[src/rtl/eight_bit_full_subtractor_pkg.sv]
// Purpose: shared constants for the 8-bit ripple subtractor slice.
// Contents:
//   DATA_W - operand and difference width used by every file of the slice.
package eight_bit_full_subtractor_pkg;

  localparam int DATA_W = 8;

endpackage

[src/rtl/eight_bit_full_subtractor_cell.sv]
// Purpose: one bit of the ripple subtractor chain, purely combinational.
// Ports:
//   a    - minuend bit
//   b    - subtrahend bit
//   bin  - borrow in from the next lower bit
//   d    - difference bit
//   bout - borrow out to the next higher bit
module full_subtractor_1bit (
  input  logic a,
  input  logic b,
  input  logic bin,
  output logic d,
  output logic bout
);

  // A borrow leaves this bit when b exceeds a outright, or when the bits
  // are equal and a borrow is already arriving from below.
  assign d    = a ^ b ^ bin;
  assign bout = (~a & b) | (~(a ^ b) & bin);

endmodule

[src/rtl/eight_bit_full_subtractor.sv]
// Purpose: unsigned 8-bit subtractor, diff = (a - b) mod 256, with a
//          borrow flag that doubles as an unsigned a < b indication.
//          One-cycle latency; all outputs come straight from flops.
// Ports:
//   clk       - system clock, rising edge
//   reset     - synchronous active-high reset, higher priority than in_valid
//   a, b      - unsigned operands
//   in_valid  - qualifies a/b this cycle
//   diff      - registered difference
//   b_out     - registered borrow out of the top bit
//   out_valid - registered copy of in_valid
module eight_bit_full_subtractor
  import eight_bit_full_subtractor_pkg::*;
(
  input  logic              clk,
  input  logic              reset,
  input  logic [DATA_W-1:0] a,
  input  logic [DATA_W-1:0] b,
  input  logic              in_valid,
  output logic [DATA_W-1:0] diff,
  output logic              b_out,
  output logic              out_valid
);

  logic [DATA_W:0]   borrow;
  logic [DATA_W-1:0] diff_d;
  logic [DATA_W-1:0] diff_q;
  logic              b_out_q;
  logic              out_valid_q;

  // The chain starts with no borrow; the final borrow is the a < b flag.
  assign borrow[0] = 1'b0;

  for (genvar i = 0; i < DATA_W; i++) begin : g_cell
    full_subtractor_1bit u_cell (
      .a    (a[i]),
      .b    (b[i]),
      .bin  (borrow[i]),
      .d    (diff_d[i]),
      .bout (borrow[i+1])
    );
  end

  // Data registers load every cycle regardless of in_valid; consumers key
  // off out_valid, so gating the data would only add an enable for nothing.
  always_ff @(posedge clk) begin
    if (reset) begin
      diff_q      <= '0;
      b_out_q     <= 1'b0;
      out_valid_q <= 1'b0;
    end else begin
      diff_q      <= diff_d;
      b_out_q     <= borrow[DATA_W];
      out_valid_q <= in_valid;
    end
  end

  assign diff      = diff_q;
  assign b_out     = b_out_q;
  assign out_valid = out_valid_q;

endmodule

[config.mk]
export PLATFORM = sky130hd
export DESIGN_NAME = eight_bit_full_subtractor
export DESIGN_NICKNAME = d
export VERILOG_FILES = /design/src/rtl/eight_bit_full_subtractor_pkg.sv /design/src/rtl/eight_bit_full_subtractor_cell.sv /design/src/rtl/eight_bit_full_subtractor.sv
export SDC_FILE = /design/constraint.sdc
export NUM_CORES = 1
export LEC_CHECK = 0
export ABC_AREA = 1
export CAP_MARGIN = 20
export CORE_AREA = 2 2 39 41
export CTS_BUF_LIST = sky130_fd_sc_hd__clkbuf_8
export CTS_CLUSTER_DIAMETER = 120
export DETAILED_ROUTE_END_ITERATION = 8
export DIE_AREA = 0 0 41 43
export PLACE_DENSITY = 0.79
export SLEW_MARGIN = 20
export SYNTH_ARGS = -nofsm -noshare
export SYNTH_HDL_FRONTEND = slang
export SYNTH_SLANG_ARGS = --single-unit
[constraint.sdc]
create_clock -name clk -period 5.73 [get_ports clk]
set_input_delay 1.146 -clock clk [delete_from_list [all_inputs] [get_ports clk]]
set_output_delay 1.146 -clock clk [all_outputs]
set_load 0.01 [all_outputs]
==> reports/results.ini <==
[power_and_ir_drop]
power_switching_w = 0.0000453
p_int_w = 0.000155
finalPower_w = 0.000200
p_clk_frac = 0.347
leakagePower_nw = 0.364
combPwrFrac = 0.256
swShare = 0.226
irDropWorstVdd_v = 0.000154
p_seq_frac = 0.397
p_per_area_mw_per_mm2 = 249

[clock_tree]
cts_tree = done
hold_buffers = 0
cts_root_buf = clkbuf_8
postCtsSetupBuffers = 0
h-tree-depth = 1
clk_pin_slew_ns = 0.04
numCtsBuffers = 3
cts_buffer_depth = 2
clock-sinks = 10
cts_resized = 0

[sta]
setup-violations-final = 0
slew_viol_final = 0
fin_crit_sh = 0.775
report.final.hold_viol_count = 0
grt_setup_unrepaired = no
worst_pin_slew_ns = 0.469
fmax_ghz = 0.225
setup_tns_ns = 0
relSlewSlack = 0.686
finalCriticalPeriod_ns = 4.44
setup_ws_ns = 1.29

[synthesis]
seq_area_frac_synth = 0.424
syn_area_per_cell_sq_um = 11.0
syn_nets = 70
yosysUniqueCellTypes = 8
yosys_warnings = 0
yosys.area.top_type = dfxtp_1
ys_ff_latch = 10
netlist.area_leader.share = 0.424
synthesis.area_sq_um = 472
yosys-top-cells-area = dfxtp_1 42%, fa_1 30%, inv_1 11%
syn_inst = 43

[placed_design]
placed_area_sq_um = 761
dpl.cell_count = 86
place_ws_ns = 1.02
gp_congestion = 0.604
dpl.hpwl_um = 674
io_buffers = 28

[drt]
drtIter0Drc = 1
drt-total-wl_um = 771
wl_per_cell_um = 8.66
ant_nets = 0
vias = 351
firstDrtPassIters = 2
drc = 0
vias_per_cell = 3.94

[worst_setup_path]
cp_common_cell = fa_1
crit_arrival_ns = 4.54
critPathSlowestCell = clkdlybuf4s50_1
slowest_delay_ns = 0.45
cp_max_fo = 1
critPathLaunchType = input pin
worst_setup_path_end_kind = register
cp.required_ns = 5.84
crit_chain = clkdlybuf4s50_1 -> inv_1 -> ha_1 -> inv_1 -> fa_1 -> inv_1 -> fa_1 -> fa_1 -> fa_1 -> fa_1 -> fa_1 -> inv_1 -> fa_1 -> inv_1 -> nor2_2
path_class = input pin to register
crit_family = adder cells
worst-path-buf-inv = 6

[floorplanning]
io_pins = 29
design.core.area_sq_mm = 0.00138
die_h_um = 43
die_w_um = 41
rows = 14
initial_core_util = 0.341
dieArea_sq_mm = 0.00176

[finish]
final_cell_area_sq_um = 802
layout_commonest_cell = clkdlybuf4s50_1
regArea_sq_um = 200
multi_input_area_sq_um = 208
final_cell_mix = 28 x clkdlybuf4s50_1, 14 x inv_1, 10 x dfxtp_1
area_delta_synth_final_pct = 70.0
num-fill-cells = 131
drive_gt1_frac = 0.110
final_net_count = 102
antenna_cells = 0
layout.cells.non_filler = 89

[global_route]
grt_util_all_layers = 0.117
grt_max_degree = 11
grt_pass1_wl_um = 1270
grt_overflow = 0
grt_pass1_vias = 340
antenna_found_initial = 0

[status]
outcome = finished clean

[min_path]
min_path_type = input pin to register

[job]
drv_cap = 0

path summary, 6_finish.rpt:
| kind | startpoint | endpoint | cells after the start |
|---|---|---|---|
| max | a[0] | diff[7] | 15 |
| min | in_valid | out_valid | 3 |
sequential cells by signal, indices dropped and copies added (netlist names):
register	cells
b_out	1
out_valid	1
diff	8
synth_stat cells (all sizes together):
master	instances
ha	1
dfxtp	10
nor2	10
inv	14
buf	1
fa	7
routing by layer:
layer / GRT usage / vias to the layer above / wire, um
li1: - / 175 / -
met1: 0.128 / 157 / 267
met2: 0.156 / 19 / 399
met3: 0.0942 / 0 / 104
met4: 0.0600 / 0 / 0
met5: 0 / - / 0
final cells by class:
class                   count  area share
clock buffers               3      0.0515
inverters                  14      0.0655
multi-input cells          18       0.259
flip-flops and latches     10       0.250
well taps                  16      0.0250
repair buffers             28       0.349
power groups by stage:
stage	Clock (W)	Sequential [W]	Combinational [W]
floorplan	0	0.0000848	0.0000178
global placement	0	0.0000807	0.0000512
detailed placement	0	0.0000809	0.0000523
CTS	0.0000733	0.0000796	0.0000526
global route	0.0000762	0.0000800	0.0000579
finish	0.0000693	0.0000795	0.0000512
through the flow:
stage               utilization  hold WS, ns
floorplan                     -         1.28
global placement          0.550         1.72
detailed placement        0.550         1.73
CTS                       0.580         1.49
global route              0.580         1.50
finish                    0.580         1.49
cell families (layout without fill, tap and decap cells):
| family | count (synthesis) | in the layout | synth area share |
|---|---|---|---|
| AND/OR/NAND/NOR | 10 | 10 | 0.117 |
| adder cells (fa/ha/maj) | 8 | 8 | 0.324 |
| flip-flops | 10 | 10 | 0.424 |
| buffers and inverters | 15 | 45 | 0.135 |
Note: power is estimated with default switching activity, not from simulation.
